--- src/rtl/serial_adder.sv ---
// +--------------------------------------------------------------------------+
// | serial_adder : bit-serial LSB-first adder built from two half-adder       |
// | stages and a registered carry, with start/busy/done handshake.            |
// | Revision: 1.0                                                              |
// +--------------------------------------------------------------------------+
`default_nettype none

module serial_adder #(
   parameter int WIDTH = 8
) (
   input  logic             clk,
   input  logic             reset_n,
   input  logic             start,
   input  logic [WIDTH-1:0] a,
   input  logic [WIDTH-1:0] b,
   input  logic             cin,
   output logic [WIDTH-1:0] sum,
   output logic             cout,
   output logic             busy,
   output logic             done
);

   localparam int CNT_W = $clog2(WIDTH + 1);

   localparam logic [1:0] S_IDLE  = 2'd0;
   localparam logic [1:0] S_SHIFT = 2'd1;
   localparam logic [1:0] S_DONE  = 2'd2;

   logic [1:0]       state_q, state_d;
   logic [WIDTH-1:0] opa_q, opb_q, acc_q, sum_q;
   logic [CNT_W-1:0] cnt_q;
   logic             carry_q, cout_q;

   logic             w_accept, w_last;
   logic             w_p, w_g, w_s, w_k, w_carry_next;
   logic [WIDTH-1:0] w_acc_next;

   assign w_accept = start && ((state_q == S_IDLE) || (state_q == S_DONE));
   assign w_last   = (cnt_q == CNT_W'(WIDTH - 1));

   // Two cascaded half adders form the per-bit full adder.
   assign w_p          = opa_q[0] ^ opb_q[0];
   assign w_g          = opa_q[0] & opb_q[0];
   assign w_s          = w_p ^ carry_q;
   assign w_k          = w_p & carry_q;
   assign w_carry_next = w_g | w_k;
   // Shift-based insert avoids an empty slice when WIDTH is 1.
   assign w_acc_next   = (acc_q >> 1) | (WIDTH'(w_s) << (WIDTH - 1));

   always_ff @(posedge clk or negedge reset_n) begin
      if (!reset_n) begin
         state_q <= S_IDLE;
      end else begin
         state_q <= state_d;
      end
   end

   always_comb begin
      state_d = state_q;
      case (state_q)
         S_IDLE:  if (w_accept) state_d = S_SHIFT;
         S_SHIFT: if (w_last)   state_d = S_DONE;
         S_DONE:  state_d = w_accept ? S_SHIFT : S_IDLE;
         default: state_d = S_IDLE;
      endcase
   end

   always_comb begin
      busy = (state_q == S_SHIFT);
      done = (state_q == S_DONE);
   end

   always_ff @(posedge clk or negedge reset_n) begin
      if (!reset_n) begin
         opa_q   <= '0;
         opb_q   <= '0;
         acc_q   <= '0;
         carry_q <= 1'b0;
         cnt_q   <= '0;
         sum_q   <= '0;
         cout_q  <= 1'b0;
      end else if (w_accept) begin
         opa_q   <= a;
         opb_q   <= b;
         carry_q <= cin;
         cnt_q   <= '0;
      end else if (state_q == S_SHIFT) begin
         opa_q   <= opa_q >> 1;
         opb_q   <= opb_q >> 1;
         acc_q   <= w_acc_next;
         carry_q <= w_carry_next;
         cnt_q   <= cnt_q + CNT_W'(1);
         if (w_last) begin
            sum_q  <= w_acc_next;
            cout_q <= w_carry_next;
         end
      end
   end

   assign sum  = sum_q;
   assign cout = cout_q;

endmodule

`default_nettype wire
--- config.mk ---
export PLATFORM = sky130hd
export DESIGN_NAME = serial_adder
export DESIGN_NICKNAME = d
export VERILOG_FILES = /design/src/rtl/serial_adder.sv
export SDC_FILE = /design/constraint.sdc
export NUM_CORES = 1
export LEC_CHECK = 0
export BUFFER_PORTS_ARGS = -buffer_cell sky130_fd_sc_hd__clkbuf_2
export CORE_MARGIN = 2
export CORE_UTILIZATION = 45
export DETAILED_ROUTE_END_ITERATION = 16
export GPL_TIMING_DRIVEN = 0
export PLACE_DENSITY = 0.67
export SETUP_SLACK_MARGIN = 0.02
export SLEW_MARGIN = 20
export SYNTH_ARGS = -nofsm -noshare
export SYNTH_HDL_FRONTEND = slang
export SYNTH_SLANG_ARGS = --single-unit
--- constraint.sdc ---
create_clock -name clk -period 1.9 [get_ports clk]
set_clock_uncertainty 0.15 [all_clocks]
set_input_delay 0 -clock clk [delete_from_list [all_inputs] [get_ports clk]]
set_output_delay 0 -clock clk [all_outputs]
set_load 0.05 [all_outputs]
==> results.toml, run 1 <==
[synth]
muxShareOfSynthArea = 0.0813
syn-num-nets = 178
syn_inst = 156
synth_top_family_by_area = "simple AND/OR/NAND/NOR gates"
synth_ff_type = "dfrtp_1"
synth_cell_types = 24
synthAdderAreaFrac = 0.0199
avgSynthCellArea_um2 = 10.5
yosysWarningCount = 0
synth_compound_area_frac = 0.0821
synth-seq-cells = 39
yosysSeqAreaShare = 0.598
synth-simple-area-share = 0.189
synth_edf_count = 0
syn_area_mm2 = 0.00163
ys_async_sr_fraction = 1.00
synthXorXnorAreaFrac = 0

[critical_path]
path_class = "register to register"
worstPathRequired_ns = 1.96
path_delay_family = "buffers and inverters"
cp.buffers_inverters = 2
cp-end-kind = "register"
slowest_delay_ns = 0.57
worstPathArrival_ns = 1.80
path_depth = 5
critPathSlowestCell = "dlygate4sd3_1"
crit_path_max_fanout = 10
worstSetupStartpointType = "register"
reg2reg_depth = 5
path_cells = "nand2b_1 -> buf_4 -> nor2_1 -> dlygate4sd3_1 -> a31oi_1"

[sta]
period_needed_ns = 1.74
rsz0062_at_grt = "false"
tns_ns = 0
hold_violations = 0
tightest_slew_ns = 0.933
fmax_mhz = 574
post-route-period-util = 0.918
holdWs_ns = 0.167
finalSetupViolCount = 0
finalMaxSlewViolations = 0
max_slew_margin = 0.378

[clock_network]
cts_root_buffer = "clkbuf_4"
cts.htree.levels = 2
clock_sinks = 39
cts_tree = "done"
cts.clk_slew.worst_paths_ns = 0.12
clk_path_buf_depth = 2
clk_latency_ns = 0.35
cts_made_buffers = 5

[die]
die_w_um = 64.2
die_h_um = 64.2
dieArea_mm2 = 0.00412
initial_core_util = 0.478
coreArea_mm2 = 0.00342
num_rows = 21
io_pins = 31

[final_layout]
syn_to_final_growth_pct = 32.4
seq_area_um2 = 976
stdcell_area_mm2 = 0.00216
final_common_cell = "nand2_1"
layout.nets = 240
multi_input_area_um2 = 607
drive_gt1_frac = 0.247
fin_cells = 265
antenna_cells = 0
n_fill_cell = 297
final_cell_mix = "48 x nand2_1, 39 x dfrtp_1, 29 x clkbuf_2, 24 x dlygate4sd3_1, 13 x nor2_1"

[route]
totalWireLength_um = 3470
first_pass_iters = 4
antenna_left = 0
vias_per_cell = 5.11
vias = 1355
drc = 0
wl_per_cell_um = 13.1
first_iter_violations = 70

[global_routing]
track_usage = 0.197
grt_max_degree = 40
antenna_found_initial = 0
grt_pass1_vias = 1325
grt_first_pass_wirelength_um = 6220
grt.overflow.total = 0

[run]
cap_violations = 0

[min_path]
hold_class = "primary input to async pin"

[place]
placed_cells = 232
gp_congestion = 0.738
hpwl_um = 2150
placed_area_mm2 = 0.00184
io_buffers = 30

[power]
peakVddDrop_v = 0.000785
p_leak_uw = 0.00106
pwr_density_cell_mw_per_mm2 = 1650

[run_status]
status = "finished, final reports clean"
[power breakdown]
| group | internal (µW) | switching (µW) | leakage (µW) |
|---|---|---|---|
| clock | 143 | 270 | 0.0000282 |
| combinational | 629 | 1060 | 0.000549 |
| sequential | 1220 | 238 | 0.000482 |
| total | 1990 | 1570 | 0.00106 |
[layout make-up]
type	count	area share
multi-input cells	107	0.281
clock buffers	6	0.0191
clock inverters	2	0.00579
plain buffers	9	0.0232
repair buffers	55	0.191
inverters	1	0.00174
flip-flops and latches	39	0.452
well taps	46	0.0266
[per-stage QoR]
| step | setup slack, ns | util | power (µW) |
|---|---|---|---|
| after floorplan | 0.298 | - | 2670 |
| after global placement | 0.116 | 0.538 | 3020 |
| after detailed placement | 0.106 | 0.538 | 3080 |
| after CTS | 0.0538 | 0.625 | 3550 |
| after global routing | 0.0428 | 0.633 | 3870 |
| final | 0.157 | 0.633 | 3560 |
[worst paths after layout]
kind	end	start	slack (ns)
max	opb_q[5]	state_q[0]	0.16
max in group asynchronous	cnt_q[1]	reset_n	0.85
min	opa_q[7]	reset_n	0.17
min in group clk	opa_q[1]	a[1]	0.26
max reg2reg	opb_q[5]	state_q[0]	0.16
min reg2reg	acc_q[1]	acc_q[1]	0.34
[worst register-to-register path: cells and delay by family (launching register included)]
family	cells	cell delay [ns]
compound gates	1	0.06
buf+inv	2	0.74
flops	1	0.42
simple gates	2	0.23
[Yosys cell counts (2+ instances only)]
library cell / count / share of area
nand2_1: 48 / 0.11
dfrtp_1: 39 / 0.60
nor2_1: 13 / 0.030
a31oi_1: 10 / 0.038
mux2_2: 10 / 0.069
nand3_1: 4 / 0.012
a22o_1: 3 / 0.016
a22oi_1: 3 / 0.014
buf_2: 3 / 0.0092
clkbuf_1: 3 / 0.0069
buf_1: 2 / 0.0046
mux2i_1: 2 / 0.012
nand2b_1: 2 / 0.0077
nor3_1: 2 / 0.0061
o21ai_0: 2 / 0.0061
o22ai_1: 2 / 0.0077
[logic make-up (layout without fill, tap and decap cells)]
group,Yosys count,count (layout)
flip-flops,39,39
AO/OA/AOI/OAI,20,20
adder cells (fa/ha/maj),2,2
AND/OR/NAND/NOR,73,73
multiplexers,12,12
buffers and inverters,10,73
[routing by layer]
layer	global-route usage	up-vias	part of all wire
met5	0	-	0
met4	0.0638	0	0.014
met3	0.0493	8	0.061
met2	0.331	45	0.50
met1	0.250	651	0.43
li1	-	651	-
[registers in the layout, summed over array words and instances (netlist names)]
register  cells
cout          1
carry_q       1
opb_q         8
sum           8
acc_q         7
opa_q         8
state_q       2
cnt_q         4
[timing repair]
item	4_1_cts	5_1_grt
endpoints found under the setup margin	1	8
hold buffers	24	0
hold endpoints to repair	57	0
buffers inserted	0	1
pin swaps	0	1
gates resized for setup	1	5
Power figures use the tool's default switching activity.
==> inputs of run 2 (changes only) <==
--- a/config.mk
+++ b/config.mk
@@ -7,10 +7,10 @@
 export LEC_CHECK = 0
 export BUFFER_PORTS_ARGS = -buffer_cell sky130_fd_sc_hd__clkbuf_2
 export CORE_MARGIN = 2
-export CORE_UTILIZATION = 45
+export CORE_UTILIZATION = 36
+export CTS_CLUSTER_SIZE = 16
 export DETAILED_ROUTE_END_ITERATION = 16
 export GPL_TIMING_DRIVEN = 0
-export PLACE_DENSITY = 0.67
 export SETUP_SLACK_MARGIN = 0.02
 export SLEW_MARGIN = 20
 export SYNTH_ARGS = -nofsm -noshare
==> run 2 against run 1 <==
  * Non-clock buffer count shrank 6
  * Combinational power is 4% lower
  * Clock power increased by 45%
  * Flip-flop and latch count did not move
  * Highest routed layer unchanged
  * Hold slack got worse by 0.094 ns
  * Register-to-register slack gained 0.08 ns
  * Largest power group unchanged
  * Largest cell class unchanged
  * Sequential power barely moved
==> results.toml, run 2 (same netlist as run 1, synthesis figures left out) <==
[run_status]
status = "finished, final reports clean"

[critical_path]
r2r-start = "cnt_q[0]"
reg2reg_depth = 5
cp-startpoint = "state_q[1]"
cp-end-kind = "output port"
r2r_slack_ns = 0.24
reg2reg_to = "sum[5]"
path_class = "register to output port"
slowest_delay_ns = 0.37
worstSetupStartpointType = "register"
critPathSlowestCell = "dfrtp_1"
path_cells = "nand2b_1 -> buf_6 -> inv_2 -> buf_2 -> buf_2"
worstPathRequired_ns = 1.75
worstPathArrival_ns = 1.62
crit_path_max_fanout = 10
crit_top_cell = "buf_2"

[sta]
rsz0062_at_grt = "false"
fmax_mhz = 564
tightest_slew_ns = 0.974
post-route-period-util = 0.933
period_needed_ns = 1.77
tns_ns = 0
finalMaxSlewViolations = 0
max_slew_margin = 0.351
finalSetupViolCount = 0
holdWs_ns = 0.0726
hold_violations = 0

[die]
dieArea_mm2 = 0.00509
initial_core_util = 0.375
die_h_um = 71.3
coreArea_mm2 = 0.00435
num_rows = 24
io_pins = 31
die_w_um = 71.3

[route]
totalWireLength_um = 3350
vias_per_cell = 4.85
antenna_left = 0
wl_per_cell_um = 12.7
first_pass_iters = 4
vias = 1286
drc = 0
first_iter_violations = 81

[clock_network]
cts.htree.levels = 2
cts_tree = "done"
clock_sinks = 39
cts.clk_slew.worst_paths_ns = 0.07
clk_path_buf_depth = 2
cts_made_buffers = 5
cts_root_buffer = "clkbuf_8"
clk_latency_ns = 0.28

[place]
gp_congestion = 0.682
hpwl_um = 2110
placed_cells = 238
io_buffers = 30

[final_layout]
multi_input_area_um2 = 607
seq_area_um2 = 976
final_common_cell = "nand2_1"
fin_cells = 265
layout.nets = 234
syn_to_final_growth_pct = 31.6
drive_gt1_frac = 0.254
antenna_cells = 0
n_fill_cell = 408
final_cell_mix = "48 x nand2_1, 39 x dfrtp_1, 29 x clkbuf_2, 18 x dlygate4sd3_1, 13 x nor2_1"

[min_path]
hold_end = "cnt_q[3]"
hp-start = "start"
hold_class = "primary input to register"
min_path_cells = 5

[global_routing]
grt_max_degree = 40
track_usage = 0.144
antenna_found_initial = 0
grt_pass1_vias = 1311
grt_first_pass_wirelength_um = 5710
grt.overflow.total = 0

[power]
p_leak_uw = 0.00104
peakVddDrop_v = 0.000727
pwr_density_cell_mw_per_mm2 = 1720

[run]
cap_violations = 0
## run 2: stage by stage
step,total power (µW),setup WS (ns),utilization,instance area (µm²)
finish,3690,0.128,0.493,2150
global route,3980,0.0193,0.493,2150
CTS,3710,0.0834,0.489,2130
detailed placement,3060,0.115,0.424,1850
global placement,3030,0.124,0.424,1850
floorplan,2670,0.298,-,1630
## run 2: layout make-up
type	instances	area share
plain buffers	9	0.0210
repair buffers	49	0.163
well taps	52	0.0303
clock buffers	8	0.0466
multi-input cells	107	0.283
flip-flops and latches	39	0.455
inverters	1	0.00175
## run 2: critical path: cells and delay by family, from the launching register on
| kind | cells | cell delay (ns) |
|---|---|---|
| buffers and inverters | 4 | 0.81 |
| DFF | 1 | 0.37 |
| and+or+nand+nor | 1 | 0.15 |
## run 2: worst max path at each step
stage          cells after the start  slack (ns)      to
2_1_floorplan                      4        0.30    cout
3_3_place_gp                       4        0.12  sum[7]
3_5_place_dp                       4        0.12  sum[5]
4_1_cts                            5        0.08    busy
5_1_grt                            5        0.02    busy
6_report                           5        0.13    busy
## run 2: what timing repair did
item,CTS,global route
hold buffers,18,0
setup buffers,0,1
setup endpoints to repair,0,6
hold endpoints to repair,56,0
resized for setup,0,1
## run 2: per-layer routing
metal	global-route usage	part of all wire	routed length, µm	vias to the layer above
li1	-	-	-	635
met1	0.179	0.47	1570	612
met2	0.246	0.49	1630	37
met3	0.0352	0.043	145	2
met4	0.0503	0.0036	12	0
met5	0	0	0	-
## run 2: power breakdown
part / internal [µW] / switching (µW) / total [µW]
Sequential: 1220 / 235 / 1460
Clock: 331 / 269 / 600
Combinational: 593 / 1030 / 1630
Total: 2150 / 1540 / 3690
